`src/rtl/regfile_2r1w.sv`:
```
// Two-read / one-write LC-3 register file with an integrated N/Z/P condition-code register.
// Optional same-cycle write-to-read forwarding is compiled in with `define REGFILE_BYPASS_EN.
module regfile_2r1w #(
   parameter int unsigned WIDTH = 16,
   parameter int unsigned DEPTH = 8,
   parameter int unsigned SEL_W = $clog2(DEPTH)
) (
   input  logic             clk,
   input  logic             rst_n,
   input  logic             write_en,
   input  logic [SEL_W-1:0] wr_sel,
   input  logic [WIDTH-1:0] wr_data,
   input  logic             cc_en,
   input  logic [SEL_W-1:0] rd0_sel,
   output logic [WIDTH-1:0] rd0_data,
   input  logic [SEL_W-1:0] rd1_sel,
   output logic [WIDTH-1:0] rd1_data,
   output logic [2:0]       nzp
);

   logic [WIDTH-1:0] r_regs [DEPTH];
   logic [2:0]       r_nzp;
   logic [DEPTH-1:0] w_wr_hit;
   logic             w_wr_ok;
   logic [2:0]       w_cc_next;
   logic [WIDTH-1:0] w_rd0;
   logic [WIDTH-1:0] w_rd1;

   // One-hot write decode; an out-of-range select decodes to no hit at all.
   always_comb begin
      w_wr_hit = '0;
      for (int unsigned i = 0; i < DEPTH; i++) begin
         w_wr_hit[i] = write_en && (wr_sel == SEL_W'(i));
      end
   end

   assign w_wr_ok = |w_wr_hit;

   always_comb begin
      w_cc_next = 3'b001;
      if (wr_data[WIDTH-1]) begin
         w_cc_next = 3'b100;
      end else if (wr_data == '0) begin
         w_cc_next = 3'b010;
      end
   end

   always_ff @(posedge clk or negedge rst_n) begin
      if (!rst_n) begin
         for (int unsigned i = 0; i < DEPTH; i++) begin
            r_regs[i] <= '0;
         end
         r_nzp <= 3'b010;
      end else begin
         for (int unsigned i = 0; i < DEPTH; i++) begin
            if (w_wr_hit[i]) begin
               r_regs[i] <= wr_data;
            end
         end
         if (w_wr_ok && cc_en) begin
            r_nzp <= w_cc_next;
         end
      end
   end

   function automatic logic [WIDTH-1:0] f_read(input logic [SEL_W-1:0] sel);
      logic [WIDTH-1:0] v;
      v = '0;
      for (int unsigned i = 0; i < DEPTH; i++) begin
         if (sel == SEL_W'(i)) begin
            v = r_regs[i];
         end
      end
      return v;
   endfunction

`ifdef REGFILE_BYPASS_EN
   // Forward write data to a matching read port; suppressed while reset is held.
   always_comb begin
      w_rd0 = f_read(rd0_sel);
      w_rd1 = f_read(rd1_sel);
      if (rst_n && w_wr_ok && (wr_sel == rd0_sel)) begin
         w_rd0 = wr_data;
      end
      if (rst_n && w_wr_ok && (wr_sel == rd1_sel)) begin
         w_rd1 = wr_data;
      end
   end
`else
   always_comb begin
      w_rd0 = f_read(rd0_sel);
      w_rd1 = f_read(rd1_sel);
   end
`endif

   assign rd0_data = w_rd0;
   assign rd1_data = w_rd1;
   assign nzp      = r_nzp;

endmodule

```
`config.mk`:
```
export PLATFORM = sky130hd
export DESIGN_NAME = regfile_2r1w
export DESIGN_NICKNAME = d
export VERILOG_FILES = /design/src/rtl/regfile_2r1w.sv
export SDC_FILE = /design/constraint.sdc
export NUM_CORES = 1
export LEC_CHECK = 0
export CORE_ASPECT_RATIO = 1.25
export CORE_MARGIN = 2
export CORE_UTILIZATION = 60
export CTS_BUF_LIST = sky130_fd_sc_hd__clkbuf_4
export DETAILED_ROUTE_END_ITERATION = 12
export HOLD_SLACK_MARGIN = 0.02
export PLACE_DENSITY = 0.93
export SETUP_SLACK_MARGIN = 0.4
export SLEW_MARGIN = 40
export SYNTH_ARGS = -nofsm -noshare
export SYNTH_HDL_FRONTEND = slang
export SYNTH_SLANG_ARGS = --single-unit
```
`constraint.sdc`:
```
create_clock -name clk -period 2.1 [get_ports clk]
set_input_delay 0.42 -clock clk [delete_from_list [all_inputs] [get_ports clk]]
set_output_delay 0.42 -clock clk [all_outputs]
set_load 0.1 [all_outputs]
```
**Word-level counts from Yosys, hierarchy flattened**

Index checks and enable logic that the tools add are counted.

- RAM bits: 0
- ROM bits: 0
- Register bits after elaboration: 131
- Word-level logic and storage cells: 62
- Input bits: 29
- Latch bits: 0
- Output and inout bits: 35
- Memories kept: 0

- Reductions and logical operators: 14
- Equal/unequal tests: 21
- $lt $le $gt $ge: 0
- Shift-type cells: 0
- $add $sub $neg: 0
- Multiply operators: 0
- Bitwise logic cells: 0
- Muxes and demuxes: 18
- Divide/modulo/power cells: 0

Operator list:

| kind | count |
|---|---|
| $mux W16 | 16 |
| $eq A3 B3 Y1 const B | 12 |
| $eq A3 B2 Y1 const B | 6 |
| $logic_not A16 Y1 | 1 |
| $eq A3 B1 Y1 const B | 3 |
| $logic_and A1 B1 Y1 | 9 |
| $logic_not A3 Y1 | 3 |
| $reduce_or A8 Y1 | 1 |
| $mux W3 | 1 |
| $mux W2 | 1 |

**Longest topological paths before layout**

- Word-level depth: 9
- Depth in mapped cells: 7

**Worst setup path after synthesis**

OpenSTA, ideal clock, no wires.

- Path kind: input -> output
- Start: in rd1_sel[1]
- End: out rd1_data[5]
- Setup slack: -1.409 ns
- Arrival time: 3.089 ns
- Stages on the path: 6
- Required time: 1.680 ns
- Buffers on the path: 2
- Path through: buf_2 -> buf_2 -> mux2i_1 -> nor2_1 -> a31oi_1 -> o21ai_0

- Word-level cells in the longest chain between the ends: 9

Ends and longest elaborated chain:

| element | line | RTL |
|---|---|---|
| start: declaration | 16 | `input logic [SEL_W-1:0] rd1_sel,` |
| $logic_not A3 Y1 | 70 | `if (sel == SEL_W'(i)) begin` |
| $mux W16 (7 in a row) | 70 |  |
| $mux W16 (*) | 70 |  |
| end: declaration | 17 | `output logic [WIDTH-1:0] rd1_data,` |

Every way passes the cells marked *; elsewhere a longest branch is shown, timed or not.

**Worst setup path after layout**

- Start: reg r_regs[86] in the netlist's numbering
- End: out rd0_data[6]

- Word-level cells in the longest chain between the ends: 6

Ends and longest elaborated chain:

| element | line | RTL |
|---|---|---|
| start: declaration | 21 | `logic [WIDTH-1:0] r_regs [DEPTH];` |
| start signal: indexed assignment | 57 | `r_regs[i] <= wr_data;` |
| $mux W16 (6 in a row) | 70 |  |
| end: declaration | 15 | `output logic [WIDTH-1:0] rd0_data,` |

Every way passes these cells.

==> results.sh <==
export IMPL_p_total_w=0.0104
export IMPL_cts_clk_slew_worst_paths_ps=130
export IMPL_via_per_inst=7.99
export IMPL_grt_util_all_layers_pct=48.1
export IMPL_synth_area_leader_cell="dfrtp_1"
export IMPL_crit_start="r_regs[86]"
export IMPL_r2r_start="r_regs[20]"
export IMPL_ys_seq_elements=131
export IMPL_netlist_top_cells_area="dfrtp_1 (46%), mux2_2 (23%), a22oi_1 (5.4%)"
export IMPL_gr_total_overflow=0
export IMPL_ir_drop_mv=0.836
export IMPL_setup_viol=32
export IMPL_syn_area_um2=7120
export IMPL_cts_tree="yes"
export IMPL_placedCellCount=852
export IMPL_crit_chain="mux4_2 > mux2_4 > buf_12"
export IMPL_clock_latency_ps=590
export IMPL_final_cell_mix="mux2_2 (136), buf_4 (125), dfrtp_1 (125)"
export IMPL_area_growth_pct=49.9
export IMPL_cts_sink_count=131
export IMPL_synth_edf_count=0
export IMPL_utilization_pct=91.9
export IMPL_drc=0
export IMPL_ff2ff_setup_slack_ps=980
export IMPL_routedWlPerCell_um=36.7
export IMPL_power_density_nw_per_um2=971
export IMPL_placementRows=44
export IMPL_arrival_ps=2080
export IMPL_dp_worst_setup_slack_ps=-457
export IMPL_drt_first_pass_iters=6
export IMPL_start_util_pct=61.3
export IMPL_yosys_warnings=0
export IMPL_critical_path_class="reg2out"
export IMPL_max_stage_delay_ps=540
export IMPL_reg2reg_depth=3
export IMPL_core_um2=11600
export IMPL_hpwl_mm=15.5
export IMPL_detail_route_antenna_nets=0
export IMPL_die_area_um2=12800
export IMPL_timing_final_crit_share_pct=119
export IMPL_num_nets_final=800
export IMPL_clockBufferDepth=2
export IMPL_endpoint="rd0_data[6]"
export IMPL_synth_top_area_share_pct=45.7
export IMPL_fp_dieW_um=101
export IMPL_place_area_um2=9360
export IMPL_fmax_mhz=400
export IMPL_layout_commonest_cell="mux2_2"
export IMPL_critPathCaptureType="primary output"
export IMPL_drt_iter0_drc=1111
export IMPL_routed_wl_mm=34.7
export IMPL_rsz0062_at_grt="yes"
export IMPL_design_area_um2=10700
export IMPL_grt_pass1_wl_mm=44.7
export IMPL_netlist_instances=577
export IMPL_hold_viol_final=0
export IMPL_io_pin_count=64
export IMPL_timing_rr_end="r_regs[20]"
export IMPL_cts_inserted_buffers=17
export IMPL_antenna_found_initial=1
export IMPL_cap_viol_max_count=0
export IMPL_violations="setup timing"
export IMPL_finalNonFillerCells=945
export IMPL_synth_area_per_cell_um2=12.3
export IMPL_die_y_um=126
export IMPL_final_min_clock_period_ps=2500
export IMPL_routabilityCongestion=0.913
export IMPL_skew_ps=0
export IMPL_start_kind="flip-flop"
export IMPL_layout_drive_gt1_share_pct=66.5
export IMPL_ys_dominant_reg_cell="dfrtp_1"
export IMPL_cts_root_buf="clkbuf_4"
export IMPL_yosysSeqAreaShare_pct=46.0
export IMPL_crit_slowest_cell="mux4_2"
export IMPL_crit_path_max_fanout=2
export IMPL_holdCritPathClass="in2async"
export IMPL_outcome="finished, violations left"
export IMPL_grt_pass1_vias=7337
export IMPL_p_leak_nw=4.47
export IMPL_required_ps=1680
export IMPL_worst_slew_pin_slew_ps=673
export IMPL_num_vias=7550
export IMPL_slew_headroom_pct=55.1
export IMPL_port_buffer_count=63
export IMPL_setup_slack_ps=-401
export IMPL_yosys_cell_types_count=39
export IMPL_htreeDepth=4
export IMPL_antenna_cells=0
export IMPL_synth_fp_nets=606
export IMPL_async_flop_share_pct=100
export IMPL_grt_max_degree=52
export IMPL_report_final_slew_viol_count=0
[where the power goes]
part | leakage, nW | switching [W] | internal [W]
sequential | 1.57 | 0.000681 | 0.00307
combinational | 2.75 | 0.00262 | 0.00210
clock | 0.154 | 0.00107 | 0.000827
total | 4.47 | 0.00437 | 0.00600
[worst min path at each step]
stage,startpoint,end,slack [ps],cells after the start
after detailed placement,rst_n,r_regs[69],480,1
after global routing,rst_n,r_regs[1],430,2
final,rst_n,r_regs[1],390,2
after CTS,rst_n,r_regs[78],410,2
after global placement,rst_n,r_regs[21],460,1
after floorplan,rst_n,nzp[0],120,0
[state kept, by name (all words and copies together), names as in the netlist]
name    flops
nzp         3
r_regs    128
[cells by family (layout without fill, tap and decap cells)]
group	count (synthesis)	count (layout)	share of synthesized area [%]
multiplexers	173	173	28.6
flip-flops	131	131	46.0
buffers and inverters	49	256	3.78
AND/OR/NAND/NOR	77	77	6.90
AO/OA/AOI/OAI	147	147	14.6
[cell usage after synthesis (4+ instances only)]
cell type,instances
a21oi_1,13
a221oi_1,15
a22o_1,7
a22oi_1,51
a31o_2,10
a32oi_1,11
buf_2,14
buf_4,11
clkbuf_1,17
dfrtp_1,130
mux2_2,147
mux2i_1,16
mux4_2,10
nand2_1,26
nand2b_1,11
nor2_1,4
nor2b_1,17
nor4_1,4
o21a_1,4
o21ai_0,33
[critical path: cells and delay by family (launching register included)]
kind	cells	cell delay, ps
flip-flops	1	460
buffers and inverters	1	170
multiplexers	2	850
[area by class of cell]
class | instances | area [µm²]
clock buffers | 19 | 143
clock inverters | 13 | 141
repair buffers | 223 | 2500
multi-input cells | 397 | 4400
fillers | 353 | 938
inverters | 1 | 3.75
well taps | 161 | 201
flip-flops and latches | 131 | 3290
[stage by stage]
step                TNS [ps]  hold WS (ps)
finish                 -8600           388
global route           -8880           430
CTS                    -4770           406
detailed placement    -13050           478
global placement      -11530           465
floorplan              -4430           124
[metal layers]
metal | GRT usage [%] | part of all wire (%) | up-vias
li1 | - | - | 2611
met1 | 57.5 | 31 | 3574
met2 | 72.5 | 43 | 948
met3 | 14.7 | 14 | 415
met4 | 35.5 | 13 | 2
met5 | 0 | 0.040 | -
[what timing repair did]
item | CTS | global route
setup buffers | 32 | 27
endpoints found under the hold margin | 42 | 0
pin swaps | 28 | 34
cloned | 1 | 0
hold buffers | 1 | 0
setup endpoints to repair | 34 | 36
resized for setup | 75 | 64
Note: power is estimated with default switching activity, not from simulation.
